## src/rtl/multicycle_ctrl.sv

```systemverilog
// Moore control FSM for the RV32I multicycle core (R/I ALU, LW, SW) with retired-instruction counter.
// Optional trap on illegal instructions: define CTRL_ILLEGAL_TRAP_EN.
module multicycle_ctrl #(
    parameter int CNT_W = 32
) (
    input  logic             clk,
    input  logic             rst,
    input  logic [6:0]       opcode,
    input  logic [2:0]       funct3,
    input  logic             funct7b5,
    output logic             pc_write,
    output logic             ir_write,
    output logic             mem_write,
    output logic             reg_write,
    output logic             mdr_write,
    output logic [2:0]       imm_ctrl,
    output logic [3:0]       alu_ctrl,
    output logic             alu_in2_ctrl,
    output logic             addrsrc_ctrl,
    output logic             regwrite_ctrl,
    output logic [3:0]       state_o,
    output logic             retired,
    output logic [CNT_W-1:0] retire_count,
    output logic             illegal
);

    localparam logic [3:0] FETCH    = 4'd0;
    localparam logic [3:0] DECODE   = 4'd1;
    localparam logic [3:0] MEMADR   = 4'd2;
    localparam logic [3:0] MEMREAD  = 4'd3;
    localparam logic [3:0] MEMWB    = 4'd4;
    localparam logic [3:0] MEMWRITE = 4'd5;
    localparam logic [3:0] EXECR    = 4'd6;
    localparam logic [3:0] EXECI    = 4'd7;
    localparam logic [3:0] ALUWB    = 4'd8;
    localparam logic [3:0] TRAP     = 4'd9;

    localparam logic [6:0] OP_LOAD  = 7'b0000011;
    localparam logic [6:0] OP_STORE = 7'b0100011;
    localparam logic [6:0] OP_R     = 7'b0110011;
    localparam logic [6:0] OP_I     = 7'b0010011;

    localparam logic [3:0] ALU_ADD  = 4'b0000;
    localparam logic [3:0] ALU_SUB  = 4'b0001;
    localparam logic [3:0] ALU_SLL  = 4'b0010;
    localparam logic [3:0] ALU_SLT  = 4'b0011;
    localparam logic [3:0] ALU_SLTU = 4'b0100;
    localparam logic [3:0] ALU_XOR  = 4'b0101;
    localparam logic [3:0] ALU_SRL  = 4'b0110;
    localparam logic [3:0] ALU_SRA  = 4'b0111;
    localparam logic [3:0] ALU_OR   = 4'b1000;
    localparam logic [3:0] ALU_AND  = 4'b1001;

    logic [3:0] state;
    logic [3:0] next_state;
    logic       is_load;
    logic       is_store;
    logic       bad_next_sel;

    // alt selects SUB for funct3=000 and SRA for funct3=101
    function automatic logic [3:0] alu_decode(input logic [2:0] f3, input logic alt);
        logic [3:0] op;
        case (f3)
            3'b000:  op = alt ? ALU_SUB : ALU_ADD;
            3'b001:  op = ALU_SLL;
            3'b010:  op = ALU_SLT;
            3'b011:  op = ALU_SLTU;
            3'b100:  op = ALU_XOR;
            3'b101:  op = alt ? ALU_SRA : ALU_SRL;
            3'b110:  op = ALU_OR;
            default: op = ALU_AND;
        endcase
        return op;
    endfunction

    assign is_load  = (opcode == OP_LOAD)  && (funct3 == 3'b010);
    assign is_store = (opcode == OP_STORE) && (funct3 == 3'b010);

`ifdef CTRL_ILLEGAL_TRAP_EN
    assign bad_next_sel = 1'b1;
`else
    assign bad_next_sel = 1'b0;
`endif

    always_ff @(posedge clk or posedge rst) begin
        if (rst) begin
            state <= FETCH;
        end else begin
            state <= next_state;
        end
    end

    always_comb begin
        next_state = FETCH;
        case (state)
            FETCH:    next_state = DECODE;
            DECODE: begin
                if (is_load || is_store)  next_state = MEMADR;
                else if (opcode == OP_R)  next_state = EXECR;
                else if (opcode == OP_I)  next_state = EXECI;
                else                      next_state = bad_next_sel ? TRAP : FETCH;
            end
            MEMADR:   next_state = (opcode == OP_STORE) ? MEMWRITE : MEMREAD;
            MEMREAD:  next_state = MEMWB;
            MEMWB:    next_state = FETCH;
            MEMWRITE: next_state = FETCH;
            EXECR:    next_state = ALUWB;
            EXECI:    next_state = ALUWB;
            ALUWB:    next_state = FETCH;
            TRAP:     next_state = bad_next_sel ? TRAP : FETCH;
            default:  next_state = FETCH;
        endcase
    end

    always_comb begin
        pc_write      = 1'b0;
        ir_write      = 1'b0;
        mem_write     = 1'b0;
        reg_write     = 1'b0;
        mdr_write     = 1'b0;
        imm_ctrl      = 3'b000;
        alu_ctrl      = ALU_ADD;
        alu_in2_ctrl  = 1'b0;
        addrsrc_ctrl  = 1'b0;
        regwrite_ctrl = 1'b0;
        retired       = 1'b0;
        case (state)
            FETCH: begin
                pc_write = 1'b1;
                ir_write = 1'b1;
            end
            MEMADR: begin
                alu_in2_ctrl = 1'b1;
                imm_ctrl     = (opcode == OP_STORE) ? 3'b001 : 3'b000;
            end
            MEMREAD: begin
                addrsrc_ctrl = 1'b1;
                mdr_write    = 1'b1;
            end
            MEMWB: begin
                reg_write     = 1'b1;
                regwrite_ctrl = 1'b1;
                retired       = 1'b1;
            end
            MEMWRITE: begin
                addrsrc_ctrl = 1'b1;
                mem_write    = 1'b1;
                retired      = 1'b1;
            end
            EXECR: begin
                alu_ctrl = alu_decode(funct3, funct7b5);
            end
            EXECI: begin
                alu_in2_ctrl = 1'b1;
                alu_ctrl     = alu_decode(funct3, funct7b5 && (funct3 == 3'b101));
            end
            ALUWB: begin
                reg_write = 1'b1;
                retired   = 1'b1;
            end
            default: ;
        endcase
        // Reset must silence the datapath immediately, not at the next edge
        if (rst) begin
            pc_write  = 1'b0;
            ir_write  = 1'b0;
            mem_write = 1'b0;
            reg_write = 1'b0;
            mdr_write = 1'b0;
            retired   = 1'b0;
        end
    end

    always_ff @(posedge clk or posedge rst) begin
        if (rst) begin
            retire_count <= '0;
        end else if (retired) begin
            retire_count <= retire_count + 1'b1;
        end
    end

    assign state_o = state;
    // TRAP is exited only through reset, so the state itself is the sticky flag
    assign illegal = bad_next_sel && (state == TRAP);

endmodule
```

## config.mk

```make
export PLATFORM = sky130hd
export DESIGN_NAME = multicycle_ctrl
export DESIGN_NICKNAME = d
export VERILOG_FILES = /design/src/rtl/multicycle_ctrl.sv
export SDC_FILE = /design/constraint.sdc
export NUM_CORES = 1
export LEC_CHECK = 0
export CORE_ASPECT_RATIO = 2
export CORE_MARGIN = 2
export CORE_UTILIZATION = 25
export DETAILED_ROUTE_END_ITERATION = 12
export DONT_BUFFER_PORTS = 1
export GPL_ROUTABILITY_DRIVEN = 0
export PLACE_DENSITY_LB_ADDON = 0.08
export SLEW_MARGIN = 20
export SYNTH_ARGS = -nofsm -noshare
export SYNTH_HDL_FRONTEND = slang
export SYNTH_SLANG_ARGS = --single-unit
```

## constraint.sdc

```tcl
create_clock -name clk -period 2.1 [get_ports clk]
set_input_delay 0.42 -clock clk [delete_from_list [all_inputs] [get_ports clk]]
set_output_delay 0.42 -clock clk [all_outputs]
set_load 0.01 [all_outputs]
```

# [Yosys cells after proc, flatten, opt, wreduce, memory -nomap -nowiden]
# Index checks and enable logic that the tools add are counted.
# W data, S select, Z words.
[totals] reg_bits=36 latch_bits=0 ram_bits=0 rom_bits=0 wordCells=59 memories=0
[classes] n_addsub=1 multipliers=0 div_mod_pow=0 order_cmp=0 n_eq_ne=18 shifts=0 n_mux=27 bitwise=0 reduce_logical=11
[op_table] op="$pmux W4 S7" n=2
[op_table] op="$add A32 B1 Y32 const B" n=1
[op_table] op="$pmux W4 S5" n=1
[op_table] op="$mux W1" n=19
[op_table] op="$eq A4 B3 Y1 const B" n=4
[op_table] op="$eq A7 B6 Y1 const B" n=2
[op_table] op="$mux W3" n=4
[op_table] op="$eq A3 B3 Y1 const B" n=3
[op_table] op="$eq A4 B2 Y1 const B" n=2
[op_table] op="$pmux W4 S2" n=1
[op_table] op="$reduce_or A2 Y1" n=4
[op_table] op="$eq A7 B2 Y1 const B" n=1
[op_table] op="$eq A7 B5 Y1 const B" n=1
[op_table] op="$eq A3 B2 Y1 const B" n=2
[op_table] op="$eq A4 B1 Y1 const B" n=1
[op_table] op="$eq A4 B4 Y1 const B" n=1
[op_table] op="$logic_not A4 Y1" n=1
[op_table] op="$eq A3 B1 Y1 const B" n=1
[op_table] op="$logic_and A1 B1 Y1" n=3
[op_table] op="$logic_not A3 Y1" n=1
[op_table] op="$reduce_or A3 Y1" n=1
[op_table] op="$logic_or A1 B1 Y1" n=1

# [Depth between registers and ports, before layout]
# Gate-level depths: netlist of the first run.
[depth] depth_word=5 mapped_depth=6

# [Least setup slack after synthesis of the first run]
# Ideal clock, no wire load.
[synth_path] kind="flip-flop to flip-flop" from="register state[0] (netlist: state_o[0])" to="register retire_count[12]" setup_time_ns=0.125 arrival_ns=1.802 path_slack_ns=0.173 path_stages_with_launch=6 n_path_buf=1 synth_period_minus_slack_ns=1.927 path_cell_list="dfrtp_1 -> buf_6 -> or3b_4 -> a2111oi_4 -> nand4_1 -> xnor2_1"
[synth_between] elab_chain_cells=4 word_cells_on_any_way=6
[synth_lines] item="from (decl)" line="54" source="logic [3:0] state;"
[synth_lines] item="from (signal assigned)" line="89" source="state <= next_state;"
[synth_lines] item="$eq A4 B4 Y1 or $eq A4 B3 Y1 (tied branches)" line="127" source="case (state)"
[synth_lines] item="$reduce_or A3 Y1 (no source line) *"
[synth_lines] item="$mux W1 *" line="127"
[synth_lines] item="$mux W1 *" line="164" source="if (rst) begin"
[synth_lines] item="to (signal assigned)" line="178" source="retire_count <= retire_count + 1'b1;"
[synth_lines] item="to (decl)" line="23" source="output logic [CNT_W-1:0] retire_count,"
# Mark *: on every way between the ends. The rest lies on a longest branch, timed or not.
# A chain may end at the register's enable or synchronous reset.

# [Worst setup path after layout of the first run]
[layout_path] from="register state[2] (netlist: state_o[2])" to="output port mdr_write"
[layout_between] elab_chain_cells=3
[layout_lines] item="$eq A4 B2 Y1" line="127"
[layout_lines] item="$mux W1" line="127"
[layout_lines] item="$mux W1" line="164"
[layout_lines] item="to (decl)" line="15" source="output logic mdr_write,"
# Every way passes these cells.

==> results.md, run 1 <==
* Run status: finished, final reports clean
* DR DRC count at 0
* Maximum root-to-sink buffer count at 2
* Mapped Area at 1981 um^2
* Initial antenna violation count at 0
* Most common cell in the synthesized netlist: dfrtp_1
* Max-cap violations at 0
* TritonCTS Buffers at 5
* Pre-antenna DRT Iters at 4
* Placed insts at 301
* Post-Synth Simple-Gate Area at 27.35%
* Largest family of logic cells by synthesized area: simple AND/OR/NAND/NOR gates
* Post-synthesis sequential area ratio at 45.48%
* Period utilization at 95.94%
* XOR/XNOR Fraction of Synth Area at 15.03%
* Place WS at 0.1249 ns
* Core Area at 7828 um^2
* First-pass GRT wire length at 7790 um
* GRT overflow at 0
* Clock share of power at 39.5%
* Die height at 129.9 um
* Final TNS setup at 0 ns
* CP max FO at 5
* Worst clock skew at 0.004418 ns
* # diodes at 0
* Comb power frac at 20.0%
* IO buf count at 0
* Die Wd at 66.94 um
* Hold crit path type: input pin to async pin
* Pint at 1347 uW
* Non-filler instance count after layout at 310
* Post-DR wirelength/cell at 15.95 um
* Switch Pwr at 537.8 uW
* Hold_ws at 0.1496 ns
* Final setup viols at 0
* Post-Route WL at 4946 um
* Post-synth ARST share at 100.0%
* Total Routing Usage GR at 11.86%
* DR vias at 1495
* Fraction of layout cells with a size suffix above 1 at 17.76%
* Starting Density at 25.30%
* Pwr Density at 799.7 nW/um^2
* Synthesized area per cell at 10.26 um^2
* Final HPWL DP at 3652 um
* RSZ-0062 raised after global routing: no
* Worst path required time at 1.68 ns
* Seq pwr share at 40.5%
* CTS sink cnt at 36
* Area growth syn-to-layout at 19.01%
* Vias in the first global route at 1478
* Yosys cell types at 36
* Net Sw Frac at 28.53%
* Synth Area in Adders at 0.6317%
* Top post-synthesis cells by area: dfrtp_1 (45%), xnor2_1 (14%), nand4_1 (6.0%)
* H-Tree Depth at 2
* Prevailing post-synth register cell: dfrtp_1
* Number of enable-type register cells in the synthesized netlist at 0
* Final worst setup slack at 0.08518 ns
* Final ANT Viol Nets at 0
* CP endpoint kind: output port
* Fmax at 0.4963 GHz
* Max incr delay on CP at 0.44 ns
* Critical Path, Cell by Cell: or2_4, or2_2, nor3b_2, buf_4
* Yosys warnings at 0
* Top post-synthesis cells by count: dfrtp_1 (36), xnor2_1 (31), nand4_1 (19), nand3_1 (14), nand2_1 (11)
* Worst VDD drop at 0.0003335 V
* CTS tree: yes
* Largest net degree at the start of global routing at 37
* Row count at 46
* Post-route minimum period at 2.015 ns
* Reg2Reg Setup Slack at 0.14 ns
* DIE AREA at 8694 um^2
* DR vias/cell at 4.823
* Clk slew on worst S/H paths at 0.06 ns
* Slew Limit Fails at 0
* Fin nets at 227
* Iter 0 DRT Violations at 63
* Lkg Pwr at 0.0009826 uW
* Clk_lat worst skew at 0.27 ns
* Io pins at 66
* Clock root cell: clkbuf_16
* CP Launch Type: register
* Slew margin rel. at 60.76%
* Actual slew at the worst max-slew pin at 0.5832 ns
* Synth Area in Compound Gates at 6.064%
* Slowest CP cell: dfrtp_2
* Area leader, netlist: dfrtp_1
* Final Hold Fails at 0
* Mux cell area share after synthesis at 1.137%
* Post-Syn Instances at 193
* Yosys reg bits at 36
* WS Path Type: register to output port
* CP Data Arrival Time at 1.59 ns
* Share of the synthesized area in the top cell type at 45.48%
stage by stage:
step	total power (uW)	util (%)	area, um^2
finish	1885	30.12	2357
global route	1975	30.12	2357
CTS	1921	30.02	2350
detailed placement	1155	27.96	2188
global placement	1156	27.96	2188
floorplan	1039	-	1988
final cells by class:
cell class / count / area [um^2]
fill: 861 / 5470
clock buffer: 8 / 146.4
timing repair buffer: 19 / 142.6
tap: 96 / 120.1
multi-input combinational: 144 / 1020
sequential: 36 / 902.1
inverter: 7 / 26.28
cells by family (layout without fill, tap and decap cells):
family,Yosys count,count (layout)
muxes,2,2
other,1,3
and+or+nand+nor,92,92
AOI/OAI and AO/OA,12,12
xor gates and xnor gates,34,34
buffers and inverters,15,34
DFF,36,36
adders and majority gates,1,1
critical path, delay by kind of cell (launching register included):
kind / cells / cell delay (ns)
flip-flops: 1 / 0.44
AND/OR/NAND/NOR: 3 / 0.74
buffers and inverters: 1 / 0.14
worst paths after layout:
path,from,depth (start not counted),endpoint
setup reg to reg,state_o[1],5,retire_count[9]
max in group asynchronous,rst,2,state_o[2]
setup / recovery,state_o[2],4,mdr_write
hold reg to reg,retire_count[27],1,retire_count[27]
hold / removal,rst,2,state_o[1]
min in group clk,opcode[4],1,state_o[1]
power groups by stage:
stage	Clock [uW]	Combinational [uW]	Sequential, uW
floorplan	0	217	822
global placement	0	382	775
detailed placement	0	379	776
CTS	773	385	764
global route	788	418	769
finish	744	378	763
cell usage in the layout (no fill, tap or decap), types with 2 or more instances in the layout:
cell | synthesis | final
dfrtp_1 | 36 | 35
buf_4 | 4 | 19
nand3_1 | 14 | 14
nand4_1 | 19 | 19
xnor2_1 | 31 | 31
clkbuf_1 | 1 | 2
and3_1 | 9 | 9
nor3_1 | 7 | 7
conb_1 | 1 | 3
nand2_1 | 11 | 11
nor4_1 | 5 | 4
xor2_1 | 3 | 3
clkbuf_16 | 0 | 5
nor2_1 | 5 | 5
nand4b_1 | 2 | 2
a211o_1 | 2 | 2
and2_1 | 3 | 3
mux2_2 | 2 | 2
a2111oi_4 | 2 | 2
nand2b_1 | 2 | 2
a21oi_1 | 4 | 4
nand3b_1 | 3 | 3
and4_1 | 3 | 3
inv_1 | 7 | 7
or2_2 | 3 | 2
state kept, by name, summed over array words and instances (netlist names):
register / cells
retire_count: 32
state_o: 4
routing by layer:
layer  vias to the layer above  track usage, %  wire [um]
li1                        729               -          -
met3                         5           4.397        353
met4                         0           4.322         81
met2                        40           19.29       2478
met5                         -               0          0
met1                       721           14.13       2033
what timing repair did:
item / CTS / global route
endpoints found under the hold margin: 0 / 0
gates resized for setup: 4 / 0
pin swaps: 0 / 1
hold buffers: 0 / 0
setup endpoints to repair: 2 / 7
setup buffers: 0 / 1
Power figures use the tool's default switching activity.
==> run 2: changes to the inputs <==
- SLEW_MARGIN: 20 -> unset
==> results of run 2 <==
No change in the layout: final DEF, timing and power equal those of run 1.
